File: src/rtl/nibble_serial_adder.sv
// Multi-cycle WIDTH-bit adder that reuses one 4-bit ripple_carry_adder slice per clock.
// Optional signed-overflow output enabled by defining NIBBLE_SERIAL_ADDER_OVF_EN.

module ripple_carry_adder (
    input  logic [3:0] a,
    input  logic [3:0] b,
    input  logic       c_in,
    output logic [3:0] s,
    output logic       c_out
);
    logic [4:0] c;

    always_comb begin
        c    = '0;
        s    = '0;
        c[0] = c_in;
        for (int i = 0; i < 4; i++) begin
            s[i]     = a[i] ^ b[i] ^ c[i];
            c[i + 1] = (a[i] & b[i]) | (c[i] & (a[i] ^ b[i]));
        end
    end

    assign c_out = c[4];
endmodule

module nibble_serial_adder #(
    parameter int WIDTH = 16
) (
    input  logic             clk,
    input  logic             rst_n,
    input  logic             in_valid,
    output logic             in_ready,
    input  logic [WIDTH-1:0] a,
    input  logic [WIDTH-1:0] b,
    input  logic             c_in,
    output logic             out_valid,
    input  logic             out_ready,
    output logic [WIDTH-1:0] sum,
    output logic             c_out
`ifdef NIBBLE_SERIAL_ADDER_OVF_EN
    ,
    output logic             ovf
`endif
);
    localparam int NSLICE = WIDTH / 4;
    localparam int CNT_W  = (NSLICE > 1) ? $clog2(NSLICE) : 1;
    localparam logic [CNT_W-1:0] LAST_SLICE = CNT_W'(NSLICE - 1);

    typedef enum logic [1:0] {
        IDLE = 2'd0,
        RUN  = 2'd1,
        DONE = 2'd2
    } state_t;

    state_t           state_q, state_d;
    logic [CNT_W-1:0] cnt_q, cnt_d;
    logic             carry_q, carry_d;
    logic [WIDTH-1:0] a_q, a_d;
    logic [WIDTH-1:0] b_q, b_d;
    logic [WIDTH-1:0] sum_q, sum_d;
    logic             c_out_q, c_out_d;
`ifdef NIBBLE_SERIAL_ADDER_OVF_EN
    logic             ovf_q, ovf_d;
`endif

    logic [3:0] slice_a;
    logic [3:0] slice_b;
    logic [3:0] slice_s;
    logic       slice_c_out;

    assign slice_a = a_q[4*cnt_q +: 4];
    assign slice_b = b_q[4*cnt_q +: 4];

    ripple_carry_adder u_slice (
        .a     (slice_a),
        .b     (slice_b),
        .c_in  (carry_q),
        .s     (slice_s),
        .c_out (slice_c_out)
    );

    always_comb begin
        state_d = state_q;
        cnt_d   = cnt_q;
        carry_d = carry_q;
        a_d     = a_q;
        b_d     = b_q;
        sum_d   = sum_q;
        c_out_d = c_out_q;
`ifdef NIBBLE_SERIAL_ADDER_OVF_EN
        ovf_d   = ovf_q;
`endif
        unique case (state_q)
            IDLE: begin
                if (in_valid) begin
                    a_d     = a;
                    b_d     = b;
                    carry_d = c_in;
                    cnt_d   = '0;
                    state_d = RUN;
                end
            end
            RUN: begin
                // Carry is registered so each slice sees the previous slice's carry one cycle later.
                sum_d[4*cnt_q +: 4] = slice_s;
                carry_d             = slice_c_out;
                if (cnt_q == LAST_SLICE) begin
                    c_out_d = slice_c_out;
`ifdef NIBBLE_SERIAL_ADDER_OVF_EN
                    ovf_d   = (a_q[WIDTH-1] == b_q[WIDTH-1]) && (slice_s[3] != a_q[WIDTH-1]);
`endif
                    cnt_d   = '0;
                    state_d = DONE;
                end else begin
                    cnt_d = cnt_q + 1'b1;
                end
            end
            DONE: begin
                if (out_ready) begin
                    state_d = IDLE;
                end
            end
            default: state_d = IDLE;
        endcase
    end

    always_ff @(posedge clk) begin
        if (!rst_n) begin
            state_q <= IDLE;
            cnt_q   <= '0;
            carry_q <= 1'b0;
            sum_q   <= '0;
            c_out_q <= 1'b0;
`ifdef NIBBLE_SERIAL_ADDER_OVF_EN
            ovf_q   <= 1'b0;
`endif
        end else begin
            state_q <= state_d;
            cnt_q   <= cnt_d;
            carry_q <= carry_d;
            sum_q   <= sum_d;
            c_out_q <= c_out_d;
`ifdef NIBBLE_SERIAL_ADDER_OVF_EN
            ovf_q   <= ovf_d;
`endif
        end
    end

    // Operand holding registers carry no control meaning, so they are not reset.
    always_ff @(posedge clk) begin
        a_q <= a_d;
        b_q <= b_d;
    end

    assign in_ready  = (state_q == IDLE);
    assign out_valid = (state_q == DONE);
    assign sum       = sum_q;
    assign c_out     = c_out_q;
`ifdef NIBBLE_SERIAL_ADDER_OVF_EN
    assign ovf       = ovf_q;
`endif
endmodule
File: config.mk
export PLATFORM = sky130hd
export DESIGN_NAME = nibble_serial_adder
export DESIGN_NICKNAME = d
export VERILOG_FILES = /design/src/rtl/nibble_serial_adder.sv
export SDC_FILE = /design/constraint.sdc
export NUM_CORES = 1
export LEC_CHECK = 0
export ABC_AREA = 1
export BUFFER_PORTS_ARGS = -buffer_cell sky130_fd_sc_hd__buf_2
export CAP_MARGIN = 10
export CORE_MARGIN = 1
export CORE_UTILIZATION = 48
export DETAILED_ROUTE_END_ITERATION = 10
export GPL_TIMING_DRIVEN = 0
export PLACE_DENSITY_LB_ADDON = 0.12
export SLEW_MARGIN = 40
export SYNTH_ARGS = -nofsm -noshare
export SYNTH_HDL_FRONTEND = slang
export SYNTH_HIERARCHICAL = 1
export SYNTH_SLANG_ARGS = --single-unit
File: constraint.sdc
create_clock -name clk -period 2.9 [get_ports clk]
set_input_delay 0 -clock clk [delete_from_list [all_inputs] [get_ports clk]]
set_output_delay 0 -clock clk [all_outputs]
set_load 0.005 [all_outputs]
# After elaboration in Yosys (flattened, before gate mapping)
# Cells that the tools add are included.
# op_classes
n_shift	4
n_reduce_logical	6
mux	10
n_eq_ne	6
add_sub_neg	2
n_bitwise	20
# ops
cell	n
negator 4 -> 34 bit	1
variable shift 4 x 34 -> 16 bit (first input constant)	1
indexed part select 4 x 34 -> 16 bit	1
indexed part select 16 x 5 -> 4 bit	2
bitwise mux 16 bit	1
2-to-1 mux 2 bit	5
bitwise AND 1 bit	8
XOR 1 bit	8
one-hot mux 2 bit (3 select lines)	1
AND reduction 2 bit	3
equality test 2 bit (second input constant)	2
!= test 2 bit (second input constant)	2
bitwise OR 1 bit	4
one-hot mux 2 bit (2 select lines)	1
AND reduction 3 bit	1
adder 2 x 1 -> 2 bit (second input constant)	1
equality test 2 x 1 -> 1 bit (second input constant)	1
logical NOT 2 bit	1
!= test 2 x 1 -> 1 bit (second input constant)	1
one-hot mux 1 bit (2 select lines)	1
nonzero test 2 bit	1
2-to-1 mux 1 bit	1
# word_totals
in_bits	37
register_bits	54

# Longest topological paths before layout
# Gate-level depths: netlist of run 1.
# depth
word_depth	11
depth_mapped	17
ltp_nobuf	15

# By module
# The synthesis of run 1 kept the hierarchy.
# modules_own_cells
module	n_inst	seq_area_each_um2	area_per_inst_um2	cells_each
nibble_serial_adder	1	1401.3	2285.9	215
ripple_carry_adder	1	0.0	117.6	14

# Worst setup path after synthesis of run 1
# No wires, ideal clock.
# synth_timing
kind	register to register
start	reg cnt_q[1]
end	reg sum_q[15] (netlist: sum[15])
setup_slack_ps	-8
path_stages_with_launch	17
setup_time_ps	67
required_time_ps	2833
arrival_ps	2840
path_cell_list	dfxtp_1 clkbuf_1 inv_1 o21ai_0 o22ai_1 fa_1 inv_1 fa_1 inv_1 fa_1 inv_1 fa_1 inv_1 inv_1 nor3_1 nand2_1 a21oi_2
# synth_between
elab_chain_len	11
word_cells_on_any_way	23
classes_between	add/sub (1); shift (4); mux (1); bitwise (17)
# synth_rtl
element	line_no	rtl
start: declaration	56	logic [CNT_W-1:0] cnt_q, cnt_d;
start signal: assignment	139	cnt_q <= cnt_d;
indexed part select 16 x 5 -> 4 bit *	71	assign slice_a = a_q[4*cnt_q +: 4];
net slice_a[0]	66	logic [3:0] slice_a;
XOR 1 bit	19	c[i + 1] = (a[i] & b[i]) | (c[i] & (a[i] ^ b[i]));
bitwise AND 1 bit	19	
bitwise OR 1 bit *	19	
bitwise AND 1 bit *	19	
bitwise OR 1 bit *	19	
bitwise AND 1 bit *	19	
bitwise OR 1 bit *	19	
XOR 1 bit *	18	s[i] = a[i] ^ b[i] ^ c[i];
net slice_s[3]	68	logic [3:0] slice_s;
indexed part select 4 x 34 -> 16 bit *	105	sum_d[4*cnt_q +: 4] = slice_s;
bitwise mux 16 bit *	105	
end signal: assignment	141	sum_q <= sum_d;
end: declaration	60	logic [WIDTH-1:0] sum_q, sum_d;
# Mark *: on every way through the listed nets, which the timed path passes. The rest lies on a longest branch.
# A chain may end at the register's enable or synchronous reset.

# Worst setup path in the final report of run 1
# layout_timing
start	reg cnt_q[0]
end	reg sum_q[15] (netlist: sum[15])
# The elaborated chain is that of the path after synthesis.

==> metrics, run 1 <==
Worst Hold Path EP carry_q; Die Y 72.8 um; Critical Path RT 3.14 ns; fin crit period 2.86 ns; Starting Density 50.2%; TritonCTS Sinks 54; largest area contributor in the netlist edfxtp_1; PnR worst setup slack 0.0404 ns; total stage count of the critical path 16; post-synthesis sequential area ratio 58.3%; static leakage 0.00142 uW; FF-to-FF Start cnt_q[0]; 1st-iter DRT viols 101; largest net degree at the start of global routing 33; Post-DP HPWL 3050 um; Syn Nets 275; drt drc 0; worst slack, placed -0.409 ns; initial antenna violation count 0; CTS root buffer clkbuf_8; ys flop type edfxtp_1; row count 25; cell family with most CP delay adder cells; final net count 386; Yosys reg bits 54; Metal-1 WL 2120 um; yosys warns 6; top cells by area, synth edfxtp_1, dfxtp_1, nand2_1; total CTS buffers 5; WL/cell 12.2 um; synth cell count leaders nand2_1, edfxtp_1, nor2_1; I/O pins 56; Antenna Violating Nets Remaining 0; Clock H-tree levels 2; multiplexer share of the synthesized area 0%; final core occ 72.1%; R2R depth 16; Worst VDD drop 0.315 mV; Slew HR 57.9%; Worst path most repeated cell inv_2; largest family of logic cells by synthesized area simple AND/OR/NAND/NOR gates; crit-path max FO 10; hold wc startpoint c_in; met3 WL 197 um; via-per-instance ratio 4.71; placed cells 351; Worst R2R Setup Slack 0.04 ns; clock-pin slew on the worst setup and hold paths 0.09 ns; fmax 350 MHz; RR Endpoint sum[15]; max layer used met4; max incr delay on CP 0.41 ns; Worst Hold Class in2reg; Power Total 1720 uW; GP Congestion 0.782; Yosys cell types 21; die span in x 72.8 um; crit path cell chain buf_6 > buf_4 > nor2_2 > o22ai_2 > fa_2 > inv_2 > fa_2 > inv_2 > fa_2 > inv_2 > fa_1 > inv_2 > inv_2 > nor3_4 > nand2_1 > a21oi_2; FFs w/ async S/R, synth 0%; Synth Area in Simple Gates 18.3%; Slowest-stage cell, CP fa_1; status finished, final reports clean; Synth Instances 229; GR Overflow Total 0; Post-synth EDFFs 32; count leader, synth nand2_1; Core ar. 0.00479 mm2; Port-buffer cells 55; WHS Path Cells 5; number of global-route vias before repair 1875; DRT Pass-1 Iters 4; Hold Fails Final Rpt 0; final wirelength 5000 um; # Max-Cap Violations 0; total power divided by cell area 499 mW/mm2; final setup violation count 0; total track usage 21.2%; RSZ-0062 raised after global routing yes; final hold slack 0.0660 ns; Post-Synthesis Cell Area 0.00240 mm2; critical path launch point type flop; Slew Limit Fails 0; Post-Synth Adder-Cell Area 5.93%; ANT cells 0; Compound-Gate Fraction of Synth Area 10.9%; Syn Area/Cell 10.5 um2; worst skew pair latency 0.30 ns; CP Class reg2reg; metal2 WL 2580 um; clock skew 0.00548 ns; top cell type's share of synthesized area 40.0%; P&R area growth vs syn 43.5%; Post-Layout Cell Count 408; clock buffer depth 2; Worst setup EP type flop; share of layout cells above drive strength 1 36.4%; Die Area 0.00529 mm2; DR vias 1922; XOR/XNOR Fraction of Synth Area 0%; fin crit share 98.6%; Worst-Margin Slew 0.630 ns; global-route wire length before repair 8210 um; worst path bufs/invs 7; CTS tree done; Arr. time, crit path 3.10 ns
[placed cells by master (no fill, tap or decap), types with 3 or more instances in the layout]
cell	instances
nor2_2	4
buf_2	56
clkbuf_8	6
o21ai_0	14
o21ai_2	4
inv_2	6
buf_4	14
dlygate4sd3_1	35
nor3_4	3
nor2_4	5
ha_1	5
nor2_1	20
dfxtp_1	20
edfxtp_1	32
a21oi_1	17
nand3_4	4
clkbuf_1	3
inv_1	16
nand3_1	3
a21oi_2	4
o22ai_1	6
nand2_1	43
fa_2	3
[flip-flops by register name, indices dropped and copies added, names as in the netlist]
signal and cells:
a_q 16, b_q 16, sum 16, cnt_q 2, state_q 2, c_out 1, carry_q 1
[how the worst max path moves through the flow]
stage,startpoint,to,slack (ns)
after global routing,cnt_q[0],sum[15],-0.10
after floorplan,cnt_q[0],sum[15],0.02
after global placement,cnt_q[1],sum[7],-0.39
after CTS,cnt_q[0],sum[7],0.005
after detailed placement,cnt_q[1],sum[7],-0.41
final,cnt_q[0],sum[15],0.04
[cells by family (layout without fill, tap and decap cells)]
kind of cell	Yosys count	count (layout)
compound gates	48	48
flops	54	54
fa+ha+maj	9	9
buf+inv	34	146
simple gates	84	84
[metrics by stage]
step | cell area (um2) | TNS (ns)
finish | 3450 | 0
global route | 3450 | -0.201
CTS | 3390 | 0
detailed placement | 2760 | -1.13
global placement | 2760 | -1.02
floorplan | 2400 | 0
[where the power goes]
group | leakage (uW) | internal (uW) | switching [uW]
combinational | 0.000881 | 159 | 202
sequential | 0.000485 | 857 | 15.1
clock | 0.0000528 | 255 | 233
total | 0.00142 | 1270 | 450
[layout make-up]
type	count	area (um2)
clock inverter	2	33.8
fill	368	1340
clock buffer	6	72.6
inverter	25	108
sequential	54	1400
timing repair buffer	104	743
multi-input combinational	141	917
buffer	9	86.3
tap	67	83.8
[worst reg2reg max path: stages (launching register included)]
cell     delay (ns)
dfxtp_2        0.33
buf_6          0.13
buf_4          0.18
nor2_2         0.12
o22ai_2        0.09
fa_2           0.36
inv_2          0.06
fa_2           0.19
inv_2          0.04
fa_2           0.32
inv_2          0.07
fa_1           0.41
inv_2          0.09
inv_2          0.05
nor3_4         0.14
nand2_1        0.09
a21oi_2        0.12
[timing repair]
action,4_1_cts,5_1_grt
setup buffers,12,2
setup endpoints to repair,5,3
endpoints found under the hold margin,36,0
hold buffers,35,0
gates resized for setup,26,14
pin swaps,7,11
[metal layers]
metal	track usage (%)	up-vias
met2	38.3	53
met4	9.15	0
met1	24.6	880
li1	-	981
met5	0	-
met3	3.73	8
Power figures use the tool's default switching activity.
==> inputs of run 2 (changes only) <==
PLACE_DENSITY = 0.81   (was not set)
PLACE_DENSITY_LB_ADDON = not set   (was 0.12)
==> run 2 against run 1 <==
  * The run now ends with setup timing left
  * Hold slack lost 0.0032 ns
  * Via count rose by 5.2%
  * Die area did not move
  * Critical path depth rose by 2
  * Setup slack got worse by 0.050 ns
  * Clock power is 5.1% higher
  * Sequential share of layout area down 0.29 points
  * Combinational power grew 10%
  * Utilization grew 0.52 points
  * Fmax is 1.7% lower
  * Non-clock buffer count stayed put
  * Clock-buffer cell count down 1
  * Critical endpoint is now sum[11]
  * Largest cell class unchanged
==> metrics, run 2 (synthesis results as in run 1) <==
P&R area growth vs syn 44.5%; hold wc startpoint c_in; drt drc 0 (unchanged); WL/cell 14.2 um (+16%); Clock H-tree levels 2 (unchanged); crit path cell chain buf_6 > inv_8 > buf_8 > o21ai_4 > o22ai_2 > fa_2 > inv_2 > fa_2 > inv_2 > fa_2 > inv_2 > fa_1 > inv_2 > inv_2 > buf_6 > nor2_4 > nand2_2 > a21oi_2; TritonCTS Sinks 54 (unchanged); RR Endpoint sum[11]; final instance area 0.00347 mm2 (+0.73%); # Max-Cap Violations 0 (unchanged); Starting Density 50.2% (unchanged); Hold Fails Final Rpt 0 (unchanged); via-per-instance ratio 4.96 (+5.2%); Post-DP HPWL 3060 um (+0.41%); global-route wire length before repair 9250 um (+13%); Worst setup EP type flop; worst skew pair latency 0.31 ns (about the same); max incr delay on CP 0.44 ns (+0.03 ns); DRT Pass-1 Iters 4 (unchanged); 1st-iter DRT viols 110 (+8.9%); clock buffer depth 2 (unchanged); die span in x 72.8 um (unchanged); number of global-route vias before repair 2028 (+8.2%); PnR worst setup slack -0.00990 ns (-0.0503 ns); final setup violation count 2 (+2); clock skew 0.00644 ns (+0.000959 ns); CTS tree done; Slew HR 56.4% (-1.5 points); CP Class reg2reg; final wirelength 5810 um (+16%); total track usage 23.5% (+2.3 points); FF-to-FF Start cnt_q[0]; critical path startpoint cnt_q[0]; final hold slack 0.0629 ns (-0.00317 ns); Worst path most repeated cell inv_2; WHS Path Cells 5 (unchanged); status complete, but fails checks; Placed Area 0.00276 mm2 (unchanged); Power Total 1780 uW (+3.7%); GP Congestion 0.797 (+2.0%); Core ar. 0.00479 mm2 (unchanged); clock-pin slew on the worst setup and hold paths 0.09 ns (about the same); Worst VDD drop 0.482 mV (+53%); crit-path max FO 7 (-3); Antenna Violating Nets Remaining 0 (unchanged); failing checks setup timing; Worst Hold Class in2reg; Worst R2R Setup Slack -0.01 ns (-0.05 ns); placed cells 351 (unchanged); initial antenna violation count 0 (unchanged); critical path launch point type flop; final net count 386 (unchanged); total CTS buffers 5 (unchanged); R2R depth 18 (+2); Die Area 0.00529 mm2 (unchanged); total power divided by cell area 514 mW/mm2 (+2.9%); Arr. time, crit path 3.16 ns (+0.06 ns); CTS root buffer clkbuf_8; most common cell after layout, fill and taps aside buf_2; GR Overflow Total 0 (unchanged); Slowest-stage cell, CP fa_1; fin crit period 2.91 ns (+0.0503 ns); share of layout cells above drive strength 1 37.0% (+0.59 points); ANT cells 0 (unchanged); Worst-Margin Slew 0.653 ns (+0.0231 ns); Die Y 72.8 um (unchanged); Port-buffer cells 55 (unchanged); row count 25 (unchanged); DR vias 2022 (+5.2%); Worst Hold Path EP carry_q; Post-Layout Cell Count 408 (unchanged); largest net degree at the start of global routing 33 (unchanged); Slew Limit Fails 0 (unchanged); RSZ-0062 raised after global routing yes; I/O pins 56 (unchanged); fmax 344 MHz (-1.7%); most frequent cells in the layout buf_2, nand2_1, dlygate4sd3_1, edfxtp_1, dfxtp_1; fin crit share 100% (+1.7 points); Critical Path RT 3.15 ns (about the same); static leakage 0.00141 uW (-0.33%); worst slack, placed -0.431 ns (-0.0215 ns)
run 2: cell count changes in the layout (fill, tap and decap cells not counted), moves of 2 or more:
cell / delta
clkinvlp_4: +2
nor2_4: +3
nor2_2: -2
buf_6: +2
run 2: area by class of cell:
cell class                 count  area, um2
sequential                    54       1400
fill                         319       1310
multi-input combinational    141        938
timing repair buffer         104        734
inverter                      25        108
buffer                         9       91.3
tap                           67       83.8
clock buffer                   5       68.8
clock inverter                 3       45.0
run 2: report_power, final:
| part | switching (uW) | internal (uW) | total, uW | leakage, uW |
|---|---|---|---|---|
| sequential | 17.0 | 857 | 874 | 0.000485 |
| combinational | 221 | 176 | 397 | 0.000879 |
| clock | 256 | 257 | 513 | 0.0000504 |
run 2: through the flow:
| step | setup TNS, ns | util [%] |
|---|---|---|
| after floorplan | 0 | - |
| after global placement | -0.743 | 57.8 |
| after detailed placement | -1.13 | 57.8 |
| after CTS | -0.160 | 71.0 |
| after global routing | -0.383 | 72.6 |
| final | -0.0158 | 72.6 |
run 2: per-layer routing:
layer  share of wire, %  up-vias  global-route usage, %
li1                   -      987                      -
met1                 39      949                   26.8
met2                 54       75                   42.9
met3                5.3       11                   6.35
met4                1.5        0                   7.19
met5                  0        -                      0
run 2: critical path: cells and delay by family, from the launching register on:
kind / cells / cell delay, ns
adders and majority gates: 4 / 1.30
buffers and inverters: 9 / 0.72
DFF: 1 / 0.35
AOI/OAI and AO/OA: 3 / 0.34
and+or+nand+nor: 2 / 0.13
run 2: worst max path at each step:
stage | to | slack, ns
final | sum[11] | -0.01
after global routing | sum[7] | -0.14
after detailed placement | sum[15] | -0.43
after global placement | sum[15] | -0.32
after floorplan | sum[15] | 0.02
after CTS | sum[7] | -0.07
run 2: repair_timing:
action,4_1_cts,5_1_grt
endpoints found under the setup margin,5,3
buffers inserted,11,3
endpoints found under the hold margin,36,0
hold buffers,35,0
resized for setup,34,13
pin swaps,10,7
